--- src/rtl/oram_pattern_requester.sv ---
// Bring-up initiator: writes an address-derived pattern to every ORAM block, then reads each back and checks it.
// One handshake per cycle with no bubbles; valids/ready come from registered state only, so backend stalls simply hold the current beat.
module oram_pattern_requester #(
    parameter int ORAMU         = 32,
    parameter int ORAMB         = 512,
    parameter int FEDWidth      = 512,
    parameter int NumValidBlock = 1024,
    parameter int ErrWidth      = 16
) (
    input  logic                Clock,
    input  logic                Reset,
    input  logic                Start,
    output logic [1:0]          ORAMCommand,
    output logic [ORAMU-1:0]    ORAMPAddr,
    output logic                ORAMCommandValid,
    input  logic                ORAMCommandReady,
    output logic [FEDWidth-1:0] ORAMDataIn,
    output logic                ORAMDataInValid,
    input  logic                ORAMDataInReady,
    input  logic [FEDWidth-1:0] ORAMDataOut,
    input  logic                ORAMDataOutValid,
    output logic                ORAMDataOutReady,
    output logic                Busy,
    output logic                Done,
    output logic [ErrWidth-1:0] ErrorCount,
    output logic [ORAMU-1:0]    FirstErrorAddr,
    output logic                Error
);

    localparam int BeatsPerBlock = ORAMB / FEDWidth;
    localparam int ChunksPerBeat = FEDWidth / ORAMU;
    localparam int BeatW         = (BeatsPerBlock > 1) ? $clog2(BeatsPerBlock) : 1;

    localparam logic [BeatW-1:0]    LastBeat    = BeatW'(BeatsPerBlock - 1);
    localparam logic [BeatW-1:0]    BeatOne     = BeatW'(1);
    localparam logic [ORAMU-1:0]    LastAddr    = ORAMU'(NumValidBlock - 1);
    localparam logic [ORAMU-1:0]    AddrOne     = ORAMU'(1);
    localparam logic [ORAMU-1:0]    ChunkStride = ORAMU'(ChunksPerBeat);
    localparam logic [ErrWidth-1:0] ErrMax      = '1;
    localparam logic [ErrWidth-1:0] ErrOne      = ErrWidth'(1);

    localparam logic [1:0] BECMD_Append = 2'd1;
    localparam logic [1:0] BECMD_Read   = 2'd2;

    localparam logic [2:0] IDLE    = 3'd0;
    localparam logic [2:0] WR_CMD  = 3'd1;
    localparam logic [2:0] WR_DATA = 3'd2;
    localparam logic [2:0] RD_CMD  = 3'd3;
    localparam logic [2:0] RD_DATA = 3'd4;
    localparam logic [2:0] DONE    = 3'd5;

    logic [2:0]          state;
    logic [ORAMU-1:0]    addr;
    logic [BeatW-1:0]    beat;
    logic [FEDWidth-1:0] pattern;
    logic                lastBeat;
    logic                lastAddr;
    logic                mismatch;

    // Shared by write generation and read-back compare: both walk the same addr/beat sequence.
    always_comb begin
        pattern = '0;
        for (int j = 0; j < ChunksPerBeat; j++) begin
            pattern[j*ORAMU +: ORAMU] = addr + ORAMU'(beat) * ChunkStride + ORAMU'(j);
        end
    end

    assign lastBeat = (beat == LastBeat);
    assign lastAddr = (addr == LastAddr);
    assign mismatch = (ORAMDataOut != pattern);

    assign ORAMCommandValid = (state == WR_CMD) || (state == RD_CMD);
    assign ORAMCommand      = (state == WR_CMD) ? BECMD_Append :
                              (state == RD_CMD) ? BECMD_Read   : 2'd0;
    assign ORAMPAddr        = addr;
    assign ORAMDataInValid  = (state == WR_DATA);
    assign ORAMDataIn       = ORAMDataInValid ? pattern : '0;
    assign ORAMDataOutReady = (state == RD_DATA);
    assign Busy             = (state != IDLE) && (state != DONE);
    assign Done             = (state == DONE);
    assign Error            = (ErrorCount != '0);

    always_ff @(posedge Clock or posedge Reset) begin
        if (Reset) begin
            state          <= IDLE;
            addr           <= '0;
            beat           <= '0;
            ErrorCount     <= '0;
            FirstErrorAddr <= '0;
        end else begin
            case (state)
                IDLE, DONE: begin
                    if (Start) begin
                        state          <= WR_CMD;
                        addr           <= '0;
                        beat           <= '0;
                        ErrorCount     <= '0;
                        FirstErrorAddr <= '0;
                    end
                end
                WR_CMD: begin
                    if (ORAMCommandReady) state <= WR_DATA;
                end
                WR_DATA: begin
                    if (ORAMDataInReady) begin
                        if (lastBeat) begin
                            beat <= '0;
                            if (lastAddr) begin
                                addr  <= '0;
                                state <= RD_CMD;
                            end else begin
                                addr  <= addr + AddrOne;
                                state <= WR_CMD;
                            end
                        end else begin
                            beat <= beat + BeatOne;
                        end
                    end
                end
                RD_CMD: begin
                    if (ORAMCommandReady) state <= RD_DATA;
                end
                RD_DATA: begin
                    if (ORAMDataOutValid) begin
                        // A zero count means no error has been seen since Start.
                        if (mismatch) begin
                            if (ErrorCount != ErrMax) ErrorCount <= ErrorCount + ErrOne;
                            if (ErrorCount == '0) FirstErrorAddr <= addr;
                        end
                        if (lastBeat) begin
                            beat <= '0;
                            if (lastAddr) begin
                                addr  <= '0;
                                state <= DONE;
                            end else begin
                                addr  <= addr + AddrOne;
                                state <= RD_CMD;
                            end
                        end else begin
                            beat <= beat + BeatOne;
                        end
                    end
                end
                default: state <= IDLE;
            endcase
        end
    end

endmodule

--- config.mk ---
export PLATFORM = sky130hd
export DESIGN_NAME = oram_pattern_requester
export DESIGN_NICKNAME = d
export VERILOG_FILES = /design/src/rtl/oram_pattern_requester.sv
export SDC_FILE = /design/constraint.sdc
export NUM_CORES = 1
export LEC_CHECK = 0
export ABC_CLOCK_PERIOD_IN_PS = 5560
export BUFFER_PORTS_ARGS = -buffer_cell sky130_fd_sc_hd__buf_2
export CAP_MARGIN = 10
export CORE_AREA = 8 8 424 426
export DETAILED_ROUTE_END_ITERATION = 8
export DIE_AREA = 0 0 432 434
export PLACE_DENSITY = 0.32
export SLEW_MARGIN = 25
export SYNTH_ARGS = -nofsm -noshare
export SYNTH_HDL_FRONTEND = slang
export SYNTH_SLANG_ARGS = --single-unit
--- constraint.sdc ---
create_clock -name Clock -period 5.56 [get_ports Clock]
set_input_delay 0 -clock Clock [delete_from_list [all_inputs] [get_ports Clock]]
set_output_delay 0 -clock Clock [all_outputs]
set_load 0.005 [all_outputs]
==> impl_metrics.json, run 1 <==
{
  "status": "finished with violations",
  "failed_checks": "negative setup slack",
  "fmax_ghz": 0.178,
  "io_buffer_count": 1117,
  "dp_hpwl_um": 321000,
  "slew_viol_final": 0,
  "drc": 0,
  "crit_top_cell": "buf_4",
  "antenna_found_initial": 113,
  "synth.avg_cell_area_um2": 6.48,
  "drt_iter0_drc": 5211,
  "synth_top_area_share_pct": 19.2,
  "mostFrequentLayoutCells": "buf_2, buf_4, nor2_1",
  "clock_latency_ns": 0.42,
  "cts_sinks": 83,
  "power_mw": 4.30,
  "clk_pin_slew_ns": 0.08,
  "synth_edf_count": 0,
  "ys.flop_type": "dfrtp_1",
  "crit_type": "reg -> reg",
  "cp_slowest_cell": "dfrtp_2",
  "grt_pass1_vias": 40000,
  "async_flop_share_pct": 100,
  "path_cells": "buf_4 > nand4_2 > nor3_2 > nand3_1 > buf_4 > xnor2_1 > buf_4 > o21a_1 > buf_12 > nand4_1 > buf_4 > or4_1 > or4_1 > nor4_1 > and4b_4 > buf_12 > a211oi_4 > buf_12 > mux2i_1",
  "ys_seq_area_share_pct": 8.38,
  "place_congestion": 1.03,
  "grt_usage_pct": 37.0,
  "fin_crit_sh_pct": 101,
  "tightest_slew_ns": 1.12,
  "ir_worst_vdd_uv": 274,
  "yosys.area.top_type": "xnor2_1",
  "fin_skew_ns": 0.0246,
  "htree_levels": 3,
  "synth_seq_cells": 83,
  "cts_tree": "done",
  "grt_max_degree": 208,
  "ys_warn_count": 0,
  "synth_cells": 3823,
  "period_needed_ns": 5.62,
  "area_delta_synth_final_pct": 64.5,
  "nets": 6144,
  "routed_wl_um": 368000,
  "avgViaCountPerCell": 5.19,
  "cap_violations": 0,
  "regToRegSetupSlack_ns": -0.06,
  "cts_root_buf": "clkbuf_16",
  "path_max_fanout": 16,
  "synth_nets": 4357,
  "ant_nets": 0,
  "layout_commonest_cell": "buf_2",
  "grt_pass1_wl_um": 456000,
  "synthTopCellsByArea": "xnor2_1, nor2_1, dfrtp_1, xor2_1, nand2_1",
  "core_area_mm2": 0.173,
  "vias": 41500,
  "final-setup-viol-count": 33,
  "cts_buffers": 9,
  "powerDensity_mw_per_mm2": 105,
  "slew_headroom_pct": 25.2,
  "fin_util_pct": 23.6,
  "dieArea_mm2": 0.187,
  "setup_ws_ns": -0.0600,
  "grt.overflow.total": 0,
  "hold_viol_final": 0,
  "fin_tns_setup_ns": -1.55,
  "clock_path_buffers": 2,
  "cpPeakStageDelay_ns": 0.70,
  "critPathCaptureType": "flip-flop",
  "first_pass_iters": 5,
  "hp-class": "in -> reg",
  "io_pins": 1118,
  "rsz0062_at_grt": "false",
  "final_layout_size_suffix_gt1_share_pct": 41.1,
  "dieWidth_um": 432,
  "start_util_pct": 14.3,
  "syn-cell-area_mm2": 0.0248,
  "die_h_um": 434,
  "p_leak_nw": 17.1,
  "routedWlPerCell_um": 46.0,
  "cp_top_family": "simple AND/OR/NAND/NOR gates",
  "start_kind": "flip-flop",
  "crit_buf_inv": 7,
  "critical_path_required_ns": 5.84,
  "num-fill-cells": 20000,
  "worst_ep_arrival_time_ns": 5.90,
  "synth.distinct_cells": 97,
  "rows": 153
}
## through the flow
step | area, um2 | hold slack, ns | std cells | setup slack [ns]
floorplan | 24800 | 0.145 | 3823 | 0.922
global placement | 39800 | 0.111 | 7916 | -1.37
detailed placement | 39900 | 0.123 | 7917 | -0.842
CTS | 40400 | 0.0367 | 7936 | 0.00382
global route | 40700 | 0.0638 | 7968 | 0.00939
finish | 40800 | 0.0488 | 7995 | -0.0600
## tightest hold or removal path, cell delays in order
cell and delay, ns:
buf_2 0.08, o22ai_1 0.12, o21ai_0 0.17, nand2_1 0.05
## metal layers
metal | global-route usage (%) | routed length [um] | part of all wire (%)
met1 | 46.5 | 149000 | 41
met5 | 0 | 235 | 0.064
met4 | 20.1 | 25000 | 6.8
met2 | 59.8 | 167000 | 45
met3 | 6.97 | 26900 | 7.3
## power by group
| part | internal, mW | total, mW | switching [mW] |
|---|---|---|---|
| Sequential | 0.619 | 0.649 | 0.0296 |
| Combinational | 0.839 | 2.95 | 2.11 |
| Clock | 0.347 | 0.696 | 0.349 |
| Total | 1.81 | 4.30 | 2.49 |
## final timing paths
path / start / to / depth (start not counted)
max in group asynchronous: Reset / ORAMPAddr[17] / 4
min in group asynchronous: Reset / FirstErrorAddr[24] / 3
max: ORAMPAddr[8] / FirstErrorAddr[16] / 19
max reg2reg: ORAMPAddr[8] / FirstErrorAddr[16] / 19
min: ORAMDataOutValid / state[2] / 4
min reg2reg: FirstErrorAddr[27] / FirstErrorAddr[27] / 2
## cell usage after synthesis, drive strengths merged, types with 7 or more instances
cell       n
buf      177
nor2b     27
or2        9
a22oi     26
nand3    124
or4       19
nor4     101
and2      39
and3      39
nand3b    17
dfrtp     83
xnor2    542
mux2i     53
a311oi     7
a21o       7
nor3     153
o41ai     18
o31ai     46
o2bb2ai    7
o21ai    155
a22o       9
and4      23
nand4     97
a21oi    141
o211ai    19
a32oi      9
xor2     163
a221oi    21
a2bb2oi    7
o32ai     14
nand2    295
ha        16
inv       85
a2111oi   27
nor3b     18
o221ai    24
a211oi    30
o311ai     9
o22ai     40
nor2     726
nand2b    30
o2111ai   17
clkbuf   177
a31oi     45
or3       39
## registers in the layout, summed over array words and instances (netlist names)
signal and flops:
ErrorCount 16, FirstErrorAddr 32, ORAMPAddr 32, state 3
## layout make-up
class	instances	area, um2	share of cell area [%]
Inverter	88	333	0.817
Timing Repair Buffer	2130	13700	33.7
Antenna cell	56	140	0.344
Sequential cell	83	2120	5.21
Clock inverter	4	52.6	0.129
Clock buffer	11	233	0.571
Multi-Input combinational cell	3298	21200	52.1
Tap cell	2325	2910	7.14
## logic make-up after synthesis
group,synth area share (%)
AOI/OAI and AO/OA,20.4
muxes,2.14
adders and majority gates,0.808
buffers and inverters,7.87
and+or+nand+nor,35.0
DFF,8.38
xor gates and xnor gates,25.4
## what timing repair did
action	CTS	global route
gates resized for setup	35	35
pin swaps	4	8
hold endpoints to repair	35	0
hold buffers	2	0
endpoints found under the setup margin	48	48
buffers inserted	2	3
Power figures use the tool's default switching activity.
==> inputs of run 2 (changes only) <==
Settings changed: GPL_TIMING_DRIVEN from default to 0.
==> impl_metrics.json, run 2 (synthesized netlist as in run 1, its figures left out) <==
{
  "fmax_ghz": 0.171,
  "die_h_um": 434,
  "ant_nets": 0,
  "grt_pass1_wl_um": 529000,
  "hold_viol_final": 0,
  "clk_pin_slew_ns": 0.07,
  "cp_top_family": "buffers and inverters",
  "grt_max_degree": 46,
  "powerDensity_mw_per_mm2": 168,
  "grt_usage_pct": 44.4,
  "fin_skew_ns": 0.0134,
  "routedWlPerCell_um": 57.8,
  "crit_buf_inv": 6,
  "grt_pass1_vias": 40500,
  "fin_crit_sh_pct": 105,
  "antenna_found_initial": 129,
  "highest_layer": "met5",
  "area_delta_synth_final_pct": 67.0,
  "ff_latch_area_mm2": 0.00212,
  "vias": 43500,
  "avgViaCountPerCell": 5.71,
  "slew_viol_final": 0,
  "status": "finished with violations",
  "dp_slack_ns": -3.78,
  "tightest_slew_ns": 1.29,
  "final_layout_size_suffix_gt1_share_pct": 41.9,
  "cp_slowest_cell": "a22oi_2",
  "rows": 153,
  "mostFrequentLayoutCells": "buf_2, nor2_1, xnor2_1",
  "failed_checks": "negative setup slack",
  "critical_path_required_ns": 5.86,
  "path_cells": "buf_2 > clkbuf_2 > buf_16 > clkbuf_2 > buf_2 > xnor2_1 > a22oi_2 > nand4_1 > nor4_2 > nand4_1 > nor4_4 > and4b_4 > a211oi_4 > clkbuf_16 > mux2i_1",
  "num-fill-cells": 19900,
  "first_pass_iters": 6,
  "fin_area_mm2": 0.0414,
  "cts_root_buf": "clkbuf_16",
  "final-setup-viol-count": 80,
  "io_pins": 1118,
  "io_buffer_count": 1117,
  "dp_hpwl_um": 382000,
  "dieWidth_um": 432,
  "hp-class": "in -> reg",
  "dr_wl_met3_um": 43100,
  "clock_path_buffers": 2,
  "crit_type": "reg -> reg",
  "start_kind": "flip-flop",
  "cts_buffers": 9,
  "met1_length_um": 172000,
  "layout_commonest_cell": "buf_2",
  "cts_sinks": 83,
  "dieArea_mm2": 0.187,
  "drt_iter0_drc": 6441,
  "path_max_fanout": 10,
  "setup_ws_ns": -0.293,
  "place_congestion": 1.06,
  "start_util_pct": 14.3,
  "wl_met2_um": 185000,
  "cpPeakStageDelay_ns": 0.60,
  "timing.hold.ws_ns": 0.0897,
  "placed_area_mm2": 0.0359,
  "cts_tree": "done",
  "worst_ep_arrival_time_ns": 6.15,
  "drc": 0,
  "p_leak_nw": 16.7,
  "grt.overflow.total": 0,
  "nets": 5748,
  "core_area_mm2": 0.173,
  "ir_worst_vdd_uv": 269,
  "multi_input_area_mm2": 0.0241,
  "cap_violations": 0,
  "htree_levels": 3,
  "routed_wl_um": 441000,
  "period_needed_ns": 5.85,
  "clock_latency_ns": 0.42,
  "critPathCaptureType": "flip-flop",
  "slew_headroom_pct": 13.7
}
run 2: layout make-up:
class                   instances  share of cell area, %
flip-flops and latches         83                   5.11
well taps                    2325                   7.03
clock buffers                  11                  0.611
repair buffers               1395                   21.8
diodes                         82                  0.496
multi-input cells            3298                   58.3
plain buffers                 339                   5.68
clock inverters                 4                  0.121
inverters                      88                  0.880
run 2: power by group:
group	internal [mW]	total, mW	switching, mW
logic	1.61	5.61	4.00
clock network	0.370	0.710	0.340
registers	0.622	0.649	0.0269
run 2: through the flow:
stage	utilization, %	total power, mW	setup TNS, ns	cells
2_1_floorplan	-	1.97	0	3823
3_3_place_gp	19.3	4.87	-311.36	7265
3_5_place_dp	20.8	5.55	-188.30	7369
4_1_cts	23.3	6.53	0	7503
5_1_grt	23.9	6.79	-0.0918	7575
6_report	23.9	6.97	-15.38	7625
run 2: tightest hold or removal path, stage by stage:
cell and delay, ns:
buf_2 0.09, o22ai_1 0.13, o21ai_0 0.18, nand2_1 0.06
run 2: repair_timing:
item / CTS / global route
endpoints found under the hold margin: 39 / 0
endpoints found under the setup margin: 137 / 49
resized for setup: 622 / 133
gates cloned: 0 / 1
buffers inserted: 129 / 41
hold buffers: 2 / 0
pin swaps: 91 / 42
run 2: worst paths after layout:
| path | start | endpoint | slack (ns) | cells past startpoint |
|---|---|---|---|---|
| max | ORAMPAddr[21] | FirstErrorAddr[6] | -0.29 | 15 |
| min | Start | state[2] | 0.09 | 4 |
| max reg2reg | ORAMPAddr[21] | FirstErrorAddr[6] | -0.29 | 15 |
| min reg2reg | FirstErrorAddr[14] | FirstErrorAddr[14] | 0.52 | 2 |
| max in group asynchronous | Reset | ORAMPAddr[13] | 4.72 | 4 |
| min in group asynchronous | Reset | ErrorCount[11] | 0.17 | 3 |
run 2: routing by layer:
layer | vias up | track usage (%)
li1 | 16400 | -
met1 | 22300 | 54.5
met2 | 3670 | 66.9
met3 | 1062 | 12.3
met4 | 36 | 31.3
met5 | - | 0
